--- config.mk ---
export PLATFORM = sky130hd
export DESIGN_NAME = ram_bus_bridge
export DESIGN_NICKNAME = d
export VERILOG_FILES = /design/src/rtl/hc800_ram_pkg.sv /design/src/rtl/ram_word_buffer.sv /design/src/rtl/ram_bus_bridge.sv
export SDC_FILE = /design/constraint.sdc
export NUM_CORES = 1
export LEC_CHECK = 0
export BUFFER_PORTS_ARGS = -buffer_cell sky130_fd_sc_hd__buf_2
export CAP_MARGIN = 20
export CORE_MARGIN = 5
export CORE_UTILIZATION = 49
export CTS_CLUSTER_SIZE = 24
export DETAILED_ROUTE_END_ITERATION = 6
export GPL_TIMING_DRIVEN = 0
export PLACE_DENSITY = 0.75
export REMOVE_ABC_BUFFERS = 1
export SLEW_MARGIN = 20
export SYNTH_ARGS = -nofsm -noshare
export SYNTH_HDL_FRONTEND = slang
export SYNTH_SLANG_ARGS = --single-unit
--- constraint.sdc ---
create_clock -name bus_clk -period 2.7 [get_ports bus_clk]
set_input_delay 0.54 -clock bus_clk [delete_from_list [all_inputs] [get_ports bus_clk]]
set_output_delay 0.54 -clock bus_clk [all_outputs]
set_load 0.1 [all_outputs]
--- src/rtl/hc800_ram_pkg.sv ---
// Shared types and constants for the HC800 RAM bus to SDRAM word bridge.
package hc800_ram_pkg;

    localparam int BYTE_ADDR_W = 21;
    localparam int WORD_ADDR_W = 20;
    localparam int WORD_W      = 16;

    typedef enum logic [1:0] {
        ST_IDLE  = 2'd0,
        ST_READ  = 2'd1,
        ST_WRITE = 2'd2,
        ST_DONE  = 2'd3
    } bridge_state_t;

    localparam logic LANE_LO = 1'b0;
    localparam logic LANE_HI = 1'b1;

    localparam logic [1:0] DS_NONE = 2'b00;
    localparam logic [1:0] DS_LO   = 2'b01;
    localparam logic [1:0] DS_HI   = 2'b10;
    localparam logic [1:0] DS_BOTH = 2'b11;

    function automatic logic [7:0] lane_byte(input logic [WORD_W-1:0] word, input logic lane);
        return (lane == LANE_HI) ? word[15:8] : word[7:0];
    endfunction

    function automatic logic [1:0] lane_ds(input logic lane);
        return (lane == LANE_HI) ? DS_HI : DS_LO;
    endfunction

endpackage

--- src/rtl/ram_word_buffer.sv ---
// One-word read buffer: full-word fill from SDRAM reads, single-lane
// write-through from bus writes, synchronous clear.
module ram_word_buffer
    import hc800_ram_pkg::*;
(
    input  logic                   clk,
    input  logic                   clr,
    input  logic [WORD_ADDR_W-1:0] lookup_tag,
    output logic                   hit,
    output logic [WORD_W-1:0]      data,
    input  logic                   fill_en,
    input  logic [WORD_ADDR_W-1:0] fill_tag,
    input  logic [WORD_W-1:0]      fill_data,
    input  logic                   lane_wr_en,
    input  logic                   lane_sel,
    input  logic [7:0]             lane_data
);

    logic                   valid_q, valid_d;
    logic [WORD_ADDR_W-1:0] tag_q, tag_d;
    logic [WORD_W-1:0]      data_q, data_d;

    always_comb begin
        valid_d = valid_q;
        tag_d   = tag_q;
        data_d  = data_q;
        if (fill_en) begin
            valid_d = 1'b1;
            tag_d   = fill_tag;
            data_d  = fill_data;
        end else if (lane_wr_en) begin
            if (lane_sel == LANE_HI) begin
                data_d[15:8] = lane_data;
            end else begin
                data_d[7:0] = lane_data;
            end
        end
    end

    always_ff @(posedge clk) begin
        if (clr) begin
            valid_q <= 1'b0;
            tag_q   <= '0;
            data_q  <= '0;
        end else begin
            valid_q <= valid_d;
            tag_q   <= tag_d;
            data_q  <= data_d;
        end
    end

    assign hit  = valid_q && (tag_q == lookup_tag);
    assign data = data_q;

endmodule

--- src/rtl/ram_bus_bridge.sv ---
// HC800 8-bit bus to 16-bit SDRAM word bridge with fixed-latency reads and
// a one-word write-through read buffer.
//
// state    | meaning
// ST_IDLE  | waiting for bus_enable; buffer hits complete from here
// ST_READ  | sd_oe held for READ_LATENCY cycles, capture on the last
// ST_WRITE | sd_we/sd_oe held for WRITE_CYCLES cycles
// ST_DONE  | bus_ready high for one cycle
module ram_bus_bridge
    import hc800_ram_pkg::*;
#(
    parameter int READ_LATENCY = 2,
    parameter int WRITE_CYCLES = 2
) (
    input  logic                   bus_clk,
    input  logic                   bus_reset,
    input  logic                   bus_enable,
    input  logic                   bus_write,
    input  logic [BYTE_ADDR_W-1:0] bus_address,
    input  logic [7:0]             bus_data_from_master,
    output logic [7:0]             bus_data_to_master,
    output logic                   bus_ready,
    output logic [WORD_ADDR_W-1:0] sd_addr,
    output logic [WORD_W-1:0]      sd_din,
    input  logic [WORD_W-1:0]      sd_dout,
    output logic                   sd_we,
    output logic                   sd_oe,
    output logic [1:0]             sd_ds
);

    localparam logic [7:0] RD_LAST = 8'(READ_LATENCY - 1);
    localparam logic [7:0] WR_LAST = 8'(WRITE_CYCLES - 1);

    bridge_state_t          state_q, state_d;
    logic [7:0]             cnt_q, cnt_d;
    logic                   lane_q, lane_d;
    logic                   ready_q, ready_d;
    logic [7:0]             rdata_q, rdata_d;
    logic                   sd_we_q, sd_we_d;
    logic                   sd_oe_q, sd_oe_d;
    logic [1:0]             sd_ds_q, sd_ds_d;
    logic [WORD_ADDR_W-1:0] sd_addr_q, sd_addr_d;
    logic [WORD_W-1:0]      sd_din_q, sd_din_d;

    logic [WORD_ADDR_W-1:0] lookup_tag;
    logic                   buf_hit;
    logic [WORD_W-1:0]      buf_data;
    logic                   fill_en;
    logic                   lane_wr_en;

    // IDLE looks up the incoming request; during an access the latched word is used.
    assign lookup_tag = (state_q == ST_IDLE) ? bus_address[BYTE_ADDR_W-1:1] : sd_addr_q;

    ram_word_buffer u_buf (
        .clk        (bus_clk),
        .clr        (bus_reset),
        .lookup_tag (lookup_tag),
        .hit        (buf_hit),
        .data       (buf_data),
        .fill_en    (fill_en),
        .fill_tag   (sd_addr_q),
        .fill_data  (sd_dout),
        .lane_wr_en (lane_wr_en),
        .lane_sel   (lane_q),
        .lane_data  (sd_din_q[7:0])
    );

    always_comb begin
        state_d    = state_q;
        cnt_d      = cnt_q;
        lane_d     = lane_q;
        ready_d    = 1'b0;
        rdata_d    = rdata_q;
        sd_we_d    = sd_we_q;
        sd_oe_d    = sd_oe_q;
        sd_ds_d    = sd_ds_q;
        sd_addr_d  = sd_addr_q;
        sd_din_d   = sd_din_q;
        fill_en    = 1'b0;
        lane_wr_en = 1'b0;

        case (state_q)
            ST_IDLE: begin
                if (bus_enable) begin
                    if (bus_write) begin
                        sd_addr_d = bus_address[BYTE_ADDR_W-1:1];
                        sd_din_d  = {2{bus_data_from_master}};
                        sd_ds_d   = lane_ds(bus_address[0]);
                        sd_we_d   = 1'b1;
                        sd_oe_d   = 1'b1;
                        lane_d    = bus_address[0];
                        cnt_d     = WR_LAST;
                        state_d   = ST_WRITE;
                    end else if (buf_hit) begin
                        rdata_d = lane_byte(buf_data, bus_address[0]);
                        ready_d = 1'b1;
                        state_d = ST_DONE;
                    end else begin
                        sd_addr_d = bus_address[BYTE_ADDR_W-1:1];
                        sd_ds_d   = DS_BOTH;
                        sd_oe_d   = 1'b1;
                        lane_d    = bus_address[0];
                        cnt_d     = RD_LAST;
                        state_d   = ST_READ;
                    end
                end
            end
            ST_READ: begin
                if (cnt_q == 8'd0) begin
                    fill_en = 1'b1;
                    rdata_d = lane_byte(sd_dout, lane_q);
                    sd_oe_d = 1'b0;
                    sd_ds_d = DS_NONE;
                    ready_d = 1'b1;
                    state_d = ST_DONE;
                end else begin
                    cnt_d = cnt_q - 8'd1;
                end
            end
            ST_WRITE: begin
                if (cnt_q == 8'd0) begin
                    lane_wr_en = buf_hit;
                    sd_we_d    = 1'b0;
                    sd_oe_d    = 1'b0;
                    sd_ds_d    = DS_NONE;
                    ready_d    = 1'b1;
                    state_d    = ST_DONE;
                end else begin
                    cnt_d = cnt_q - 8'd1;
                end
            end
            ST_DONE: begin
                state_d = ST_IDLE;
            end
            default: begin
                state_d = ST_IDLE;
            end
        endcase
    end

    always_ff @(posedge bus_clk) begin
        if (bus_reset) begin
            state_q   <= ST_IDLE;
            cnt_q     <= '0;
            lane_q    <= LANE_LO;
            ready_q   <= 1'b0;
            rdata_q   <= '0;
            sd_we_q   <= 1'b0;
            sd_oe_q   <= 1'b0;
            sd_ds_q   <= DS_NONE;
            sd_addr_q <= '0;
            sd_din_q  <= '0;
        end else begin
            state_q   <= state_d;
            cnt_q     <= cnt_d;
            lane_q    <= lane_d;
            ready_q   <= ready_d;
            rdata_q   <= rdata_d;
            sd_we_q   <= sd_we_d;
            sd_oe_q   <= sd_oe_d;
            sd_ds_q   <= sd_ds_d;
            sd_addr_q <= sd_addr_d;
            sd_din_q  <= sd_din_d;
        end
    end

    assign bus_ready          = ready_q;
    assign bus_data_to_master = rdata_q;
    assign sd_we              = sd_we_q;
    assign sd_oe              = sd_oe_q;
    assign sd_ds              = sd_ds_q;
    assign sd_addr            = sd_addr_q;
    assign sd_din             = sd_din_q;

endmodule
==> results by group, run 1 <==
Floorplan
  • Top Ports: between 90 and 100
  • Chip Height: 105 um
  • # rows: 34
  • Core area: 8760 um2
  • Horiz. Die Dim: 105 um
  • Initial core utilization: 50.6%
  • DIE AREA: 11100 um2

Timing
  • FMAX: 0.337 GHz
  • Final Hold Vio Count: 0
  • Slew @ Worst Pin: 0.837 ns
  • Worst rel slew slack: 44.0%
  • TNS Setup: -5.22 ns
  • RSZ-0062 raised after global routing: true
  • Slew Limit Fails: 0
  • Setup WS post-layout: -0.266 ns
  • Period utilization: 110%
  • Clock period minus worst slack: a little under 3 ns
  • Skew final: 0.00860 ns
  • Final setup viols: 35
  • Hold_ws: 0.404 ns

GRT
  • Initial antenna violation count: 0
  • Largest net degree at the start of global routing: 47
  • GRT Total Usage: 21.5%
  • Grt total ovfl: 0
  • Vias in the first global route: 4158
  • First-pass GRT wire length: about 20000 um

Clock network
  • H-tree depth: 3
  • Register clock-pin slew on the reported worst setup and hold paths: 0.09 ns
  • Hold buffer count at CTS: 0
  • Total CTS buffers: 9
  • Max clock buf depth: 2
  • Clock latency on the worst-skew pair: approximately 0.36 ns
  • CTS sink cnt: 89
  • Root Driver: clkbuf_8
  • CTS tree: done

Cells and area
  • Fillcell total: 704
  • Register area: 1780 um2
  • Diodes inserted: 0
  • Layout area overhead: 29.0%
  • Most common cell after layout, fill and taps aside: buf_2
  • Multi-input logic area: 2620 um2
  • Util after Layout: 65.3%
  • Share of cells above drive strength 1: 29.7%
  • Most frequent cells in the layout: buf_2 (96), dfxtp_1 (87), nand2_1 (84), mux2i_1 (63), a21oi_1 (48)
  • Final net count: 677

Route
  • Drc violations: 0
  • ANT nets after route: 0
  • Avg Vias per Cell: 5.71
  • Drt total wl: about 13000 um
  • Wire per inst: 17.2 um
  • Initial DRC Count: 197
  • Drt first pass iters: 5
  • Vias post-DR: 4198

Synthesis
  • Post-Synth Adder-Cell Area: 1.41%
  • Yosys Warn Count: 0
  • Syn Inst Count: 516
  • Cell area after synthesis: 4440 um2
  • Avg Synthesized Cell Area: 8.60 um2
  • Simple-Gate Fraction of Synth Area: 18.5%
  • Synth Area in Compound Gates: 13.8%
  • Synth Area in XOR/XNOR: 3.95%
  • Flip-flop and latch count after synthesis: between 80 and 90
  • Seq/Total Area, Yosys: 40.2%
  • Main combinational cell family by area after synthesis: simple AND/OR/NAND/NOR gates
  • Synth cell types: between 40 and 50
  • Mux contribution to synthesized area: 17.0%

Setup path
  • CP Data Required Time: approximately 2.9 ns
  • Setup crit start kind: flop
  • R2R Path Start: state_q[0]$_SDFFE_PP0P_
  • CP endpoint kind: flop
  • Worst setup path start: state_q[0]$_SDFFE_PP0P_
  • Peak fanout along the critical path: 7
  • Critical path class: flop to flop
  • Crit path DAT: 3.21 ns

Pwr
  • PD cells: 1140 nW/um2
  • Worst VDD drop: 0.000539 V
  • P_leak: 2.44 nW
  • Overall power: 0.00653 W

Run
  • # Max-Cap Violations: 0

Placed design
  • Port bufs: 97
  • Detail Placement HPWL: between 7000 and 8000 um
  • Routability cong.: 0.817

Run status
  • Failing checks: setup timing
  • Status: complete, but fails checks

Worst hold path
  • Hold_sp: bus_data_from_master[4]
  • Hold Crit Class: input pin to flop
==> cell usage after synthesis (all sizes together) <==
| cell | number | share of area [%] |
|---|---|---|
| nor3 | 6 | 1.2 |
| o21bai | 3 | 0.51 |
| and3b | 1 | 0.20 |
| o211ai | 1 | 0.17 |
| xnor2 | 2 | 0.39 |
| nor4 | 2 | 0.28 |
| a32o | 2 | 0.45 |
| nand3 | 3 | 0.34 |
| a21boi | 1 | 0.17 |
| o31a | 1 | 0.20 |
| a21o | 1 | 0.17 |
| xor2 | 18 | 3.6 |
| nand3b | 3 | 0.51 |
| mux2i | 74 | 17 |
| clkbuf | 25 | 2.1 |
| and4 | 2 | 0.39 |
| o32ai | 1 | 0.37 |
| o41ai | 1 | 0.20 |
| nand4bb | 1 | 0.25 |
| or4b | 1 | 0.23 |
| nor2 | 49 | 4.1 |
| a21oi | 49 | 5.5 |
| or4 | 2 | 0.34 |
| o21ai | 17 | 1.9 |
| inv | 9 | 0.76 |
| mux2 | 1 | 0.25 |
| a31oi | 1 | 0.14 |
| and2 | 2 | 0.28 |
| nor3b | 1 | 0.17 |
| a211oi | 18 | 3.0 |
| nand2 | 85 | 7.2 |
| o31ai | 1 | 0.28 |
| buf | 14 | 2.4 |
| dfxtp | 89 | 40 |
| a41o | 1 | 0.23 |
| o32a | 1 | 0.23 |
| nand4 | 18 | 2.5 |
| nor2b | 3 | 0.42 |
| a311oi | 1 | 0.20 |
| ha | 5 | 1.4 |
==> through the flow <==
stage                     std cells  cell area (um2)  setup WS (ns)
after detailed placement        686             4980         -0.973
after global routing            735             5720         -0.347
final                           735             5720         -0.266
after global placement          682             4860          -2.39
after CTS                       722             5480        -0.0566
after floorplan                 477             4240          -1.36
==> what timing repair did <==
item,CTS,global route
pin swaps,25,34
hold endpoints to repair,0,0
setup buffers,20,12
endpoints found under the setup margin,58,78
resized for setup,20,36
cloned,1,2
==> flip-flops by register name, summed over array words and instances, names as in the netlist <==
name                count
bus_ready               1
sd_ds                   2
u_buf.tag_q            20
sd_oe                   1
cnt_q                   8
u_buf.valid_q           1
lane_q                  1
sd_din                  8
u_buf.data             16
bus_data_to_master      8
sd_addr                20
state_q                 2
sd_we                   1
==> power by group <==
group / switching (W) / internal, W / leakage [nW]
clock network: 0.000456 / 0.000541 / 0.106
registers: 0.000233 / 0.00161 / 0.726
logic: 0.00241 / 0.00128 / 1.61
==> final cells by class <==
| cell class | count | share of cell area, % |
|---|---|---|
| Multi-Input combinational cell | 380 | 45.7 |
| Sequential cell | 89 | 31.2 |
| Timing Repair Buffer | 134 | 16.4 |
| Clock buffer | 12 | 2.54 |
| Tap cell | 108 | 2.36 |
| Clock inverter | 3 | 1.14 |
| Inverter | 9 | 0.591 |
==> path summary, 6_finish.rpt <==
path | endpoint | slack (ns) | depth (start not counted)
worst max-delay path | u_buf.data[13]$_SDFFE_PP0P_ | -0.27 | 11
worst min-delay path | sd_din[12]$_SDFFE_PP0P_ | 0.40 | 3
worst max register to register | u_buf.data[13]$_SDFFE_PP0P_ | -0.27 | 11
worst min register to register | sd_ds[0]$_SDFFE_PP0P_ | 0.46 | 2
==> logic make-up (layout without fill, tap and decap cells) <==
| kind of cell | after synthesis | in the layout |
|---|---|---|
| simple gates | 179 | 179 |
| compound gates | 100 | 101 |
| flops | 89 | 89 |
| mux | 75 | 75 |
| buf+inv | 48 | 158 |
| xor+xnor | 20 | 20 |
| fa+ha+maj | 5 | 5 |
==> critical path, cell delays in order, from the launching register on <==
cell and delay (ns):
dfxtp_2 0.33, inv_2 0.07, ha_4 0.22, buf_16 0.16, mux2i_1 0.23, xor2_1 0.26, nand4_1 0.15, or4_4 0.63
nor3_4 0.29, buf_12 0.17, mux2i_2 0.23, a211oi_2 0.09
==> metal layers <==
layer | up-vias | wire length [um] | global-route usage, %
li1 | 2018 | - | -
met1 | 2019 | 5270 | 26.4
met2 | 136 | 6530 | 37.2
met3 | 25 | 589 | 3.21
met4 | 0 | 283 | 9.41
met5 | - | 0 | 0
No activity file was read; power rests on OpenSTA's default activity.
==> run 2: changes to the inputs <==
RECOVER_POWER = 25   (was default)
==> results by group, run 2 (synthesis gave the netlist of run 1 again) <==
Cells and area
  • Register area: 1780 um2 (unchanged)
  • Fillcell total: 713 (+1.3%)
  • Final net count: 677 (unchanged)
  • Multi-input logic area: 2620 um2 (unchanged)
  • Layout area overhead: 28.3%
  • Share of cells above drive strength 1: 26.0% (-3.7 points)
  • Most frequent cells in the layout: dfxtp_1 (87), nand2_1 (84), buf_2 (73), mux2i_1 (63), a21oi_1 (48)
  • Most common cell after layout, fill and taps aside: dfxtp_1
  • Diodes inserted: 0 (unchanged)

Route
  • Avg Vias per Cell: 5.70 (-0.12%)
  • Drc violations: 0 (unchanged)
  • Initial DRC Count: 221 (+12%)
  • Wire per inst: 17.1 um (-0.65%)
  • Drt first pass iters: 4 (-1)
  • ANT nets after route: 0 (unchanged)
  • Vias post-DR: 4193 (-0.12%)
  • Drt total wl: 12600 um (-0.65%)

Setup path
  • Crit path DAT: 3.21 ns (about the same)
  • Setup crit start kind: flop
  • CP Data Required Time: 2.94 ns (about the same)
  • Peak fanout along the critical path: 7 (unchanged)
  • End of the worst register-to-register path: u_buf.data[13]$_SDFFE_PP0P_
  • CP endpoint kind: flop
  • Reg2reg path depth: 11 (unchanged)
  • R2R Path Start: state_q[0]$_SDFFE_PP0P_
  • Critical path class: flop to flop
  • Flop-to-flop setup slack: -0.27 ns (about the same)

Timing
  • Final Hold Vio Count: 0 (unchanged)
  • Hold_ws: 0.407 ns (+0.00263 ns)
  • TNS Setup: -5.23 ns (-0.00612 ns)
  • Final setup viols: 35 (unchanged)
  • FMAX: 0.337 GHz (about the same)
  • Clock period minus worst slack: 2.97 ns (-0.0000880 ns)
  • Slew @ Worst Pin: 1.23 ns (+0.389 ns)
  • Setup WS post-layout: -0.266 ns (+0.0000880 ns)
  • Slew Limit Fails: 0 (unchanged)
  • Skew final: 0.00810 ns (-0.000502 ns)
  • Period utilization: 110% (about the same)
  • RSZ-0062 raised after global routing: true
  • Worst rel slew slack: 18.6% (-25 points)

Floorplan
  • Initial core utilization: 50.6% (unchanged)
  • Chip Height: 105 um (unchanged)
  • # rows: 34 (unchanged)
  • DIE AREA: 11100 um2 (unchanged)
  • Top Ports: 98 (unchanged)
  • Core area: 8760 um2 (unchanged)
  • Horiz. Die Dim: 105 um (unchanged)

GRT
  • Grt total ovfl: 0 (unchanged)
  • Largest net degree at the start of global routing: 47 (unchanged)
  • GRT Total Usage: 21.5% (unchanged)
  • First-pass GRT wire length: 19700 um (unchanged)
  • Vias in the first global route: 4158 (unchanged)
  • Initial antenna violation count: 0 (unchanged)

Clock network
  • Root Driver: clkbuf_8
  • CTS sink cnt: 89 (unchanged)
  • Clock latency on the worst-skew pair: 0.36 ns (about the same)
  • Total CTS buffers: 9 (unchanged)
  • CTS tree: done
  • Register clock-pin slew on the reported worst setup and hold paths: 0.09 ns (about the same)
  • Max clock buf depth: 2 (unchanged)
  • H-tree depth: 3 (unchanged)

Pwr
  • P_leak: 2.35 nW (-3.9%)
  • Overall power: 0.00651 W (-0.31%)
  • PD cells: 1140 nW/um2 (+0.19%)
  • Worst VDD drop: 0.000539 V (about the same)

Placed design
  • Detail Placement HPWL: 7990 um (unchanged)
  • Routability cong.: 0.817 (unchanged)
  • Port bufs: 97 (unchanged)

Worst hold path
  • Hold Crit Class: input pin to flop
  • Hold_sp: bus_data_from_master[4]
  • Worst min-delay path endpoint: sd_din[12]$_SDFFE_PP0P_
  • Hold-critical path depth: 3 (unchanged)

Run
  • # Max-Cap Violations: 0 (unchanged)

Run status
  • Failing checks: setup timing
  • Status: complete, but fails checks
==> run 2: cell types whose count changed in the layout (fill, tap and decap cells not counted), sizes merged <==
cell,change
buf,-23
clkbuf,+23
==> run 2: metrics by stage <==
| step | util [%] | cells | cell area [um2] | worst slack (ns) |
|---|---|---|---|---|
| after floorplan | - | 477 | 4240 | -1.36 |
| after global placement | 55.4 | 682 | 4860 | -2.39 |
| after detailed placement | 56.8 | 686 | 4980 | -0.973 |
| after CTS | 62.5 | 722 | 5480 | -0.0566 |
| after global routing | 64.9 | 735 | 5690 | -0.347 |
| final | 64.9 | 735 | 5690 | -0.266 |
==> run 2: critical path, stage by stage, from the launching register on <==
cell and delay [ns]:
dfxtp_2 0.33, inv_2 0.07, ha_4 0.22, buf_16 0.16, mux2i_1 0.23, xor2_1 0.26, nand4_1 0.15, or4_4 0.64
nor3_4 0.29, buf_12 0.17, mux2i_2 0.23, a211oi_2 0.09
==> run 2: how the worst max path moves through the flow <==
stage	depth (start not counted)	startpoint	end	slack, ns
after floorplan	9	state_q[0]$_SDFFE_PP0P_	sd_addr[0]$_SDFFE_PP0P_	-1.36
after global routing	11	state_q[0]$_SDFFE_PP0P_	u_buf.data[13]$_SDFFE_PP0P_	-0.35
final	11	state_q[0]$_SDFFE_PP0P_	u_buf.data[13]$_SDFFE_PP0P_	-0.27
after detailed placement	10	state_q[0]$_SDFFE_PP0P_	u_buf.data[12]$_SDFFE_PP0P_	-0.97
after CTS	11	state_q[1]$_SDFFE_PP0P_	u_buf.data[13]$_SDFFE_PP0P_	-0.06
after global placement	9	state_q[0]$_SDFFE_PP0P_	sd_addr[2]$_SDFFE_PP0P_	-2.39
==> run 2: power breakdown <==
group	switching [W]	internal, W
clock	0.000455	0.000541
combinational	0.00241	0.00126
sequential	0.000233	0.00161
total	0.00310	0.00341
==> run 2: cell type report <==
class	count	share of cell area, %
flip-flops and latches	89	31.3
clock buffers	12	2.55
repair buffers	134	16.0
well taps	108	2.37
inverters	9	0.594
clock inverters	3	1.14
multi-input cells	380	46.0
==> run 2: per-layer routing <==
layer	global-route usage, %	wire, um
met5	0	0
met4	9.41	337
met3	3.21	549
met2	37.2	6430
met1	26.4	5270
==> run 2: timing repair <==
action,4_1_cts,5_1_grt
setup endpoints to repair,58,78
hold buffers,0,0
pin swaps,25,34
gates resized for setup,20,36
gates cloned,1,2
setup buffers,20,12
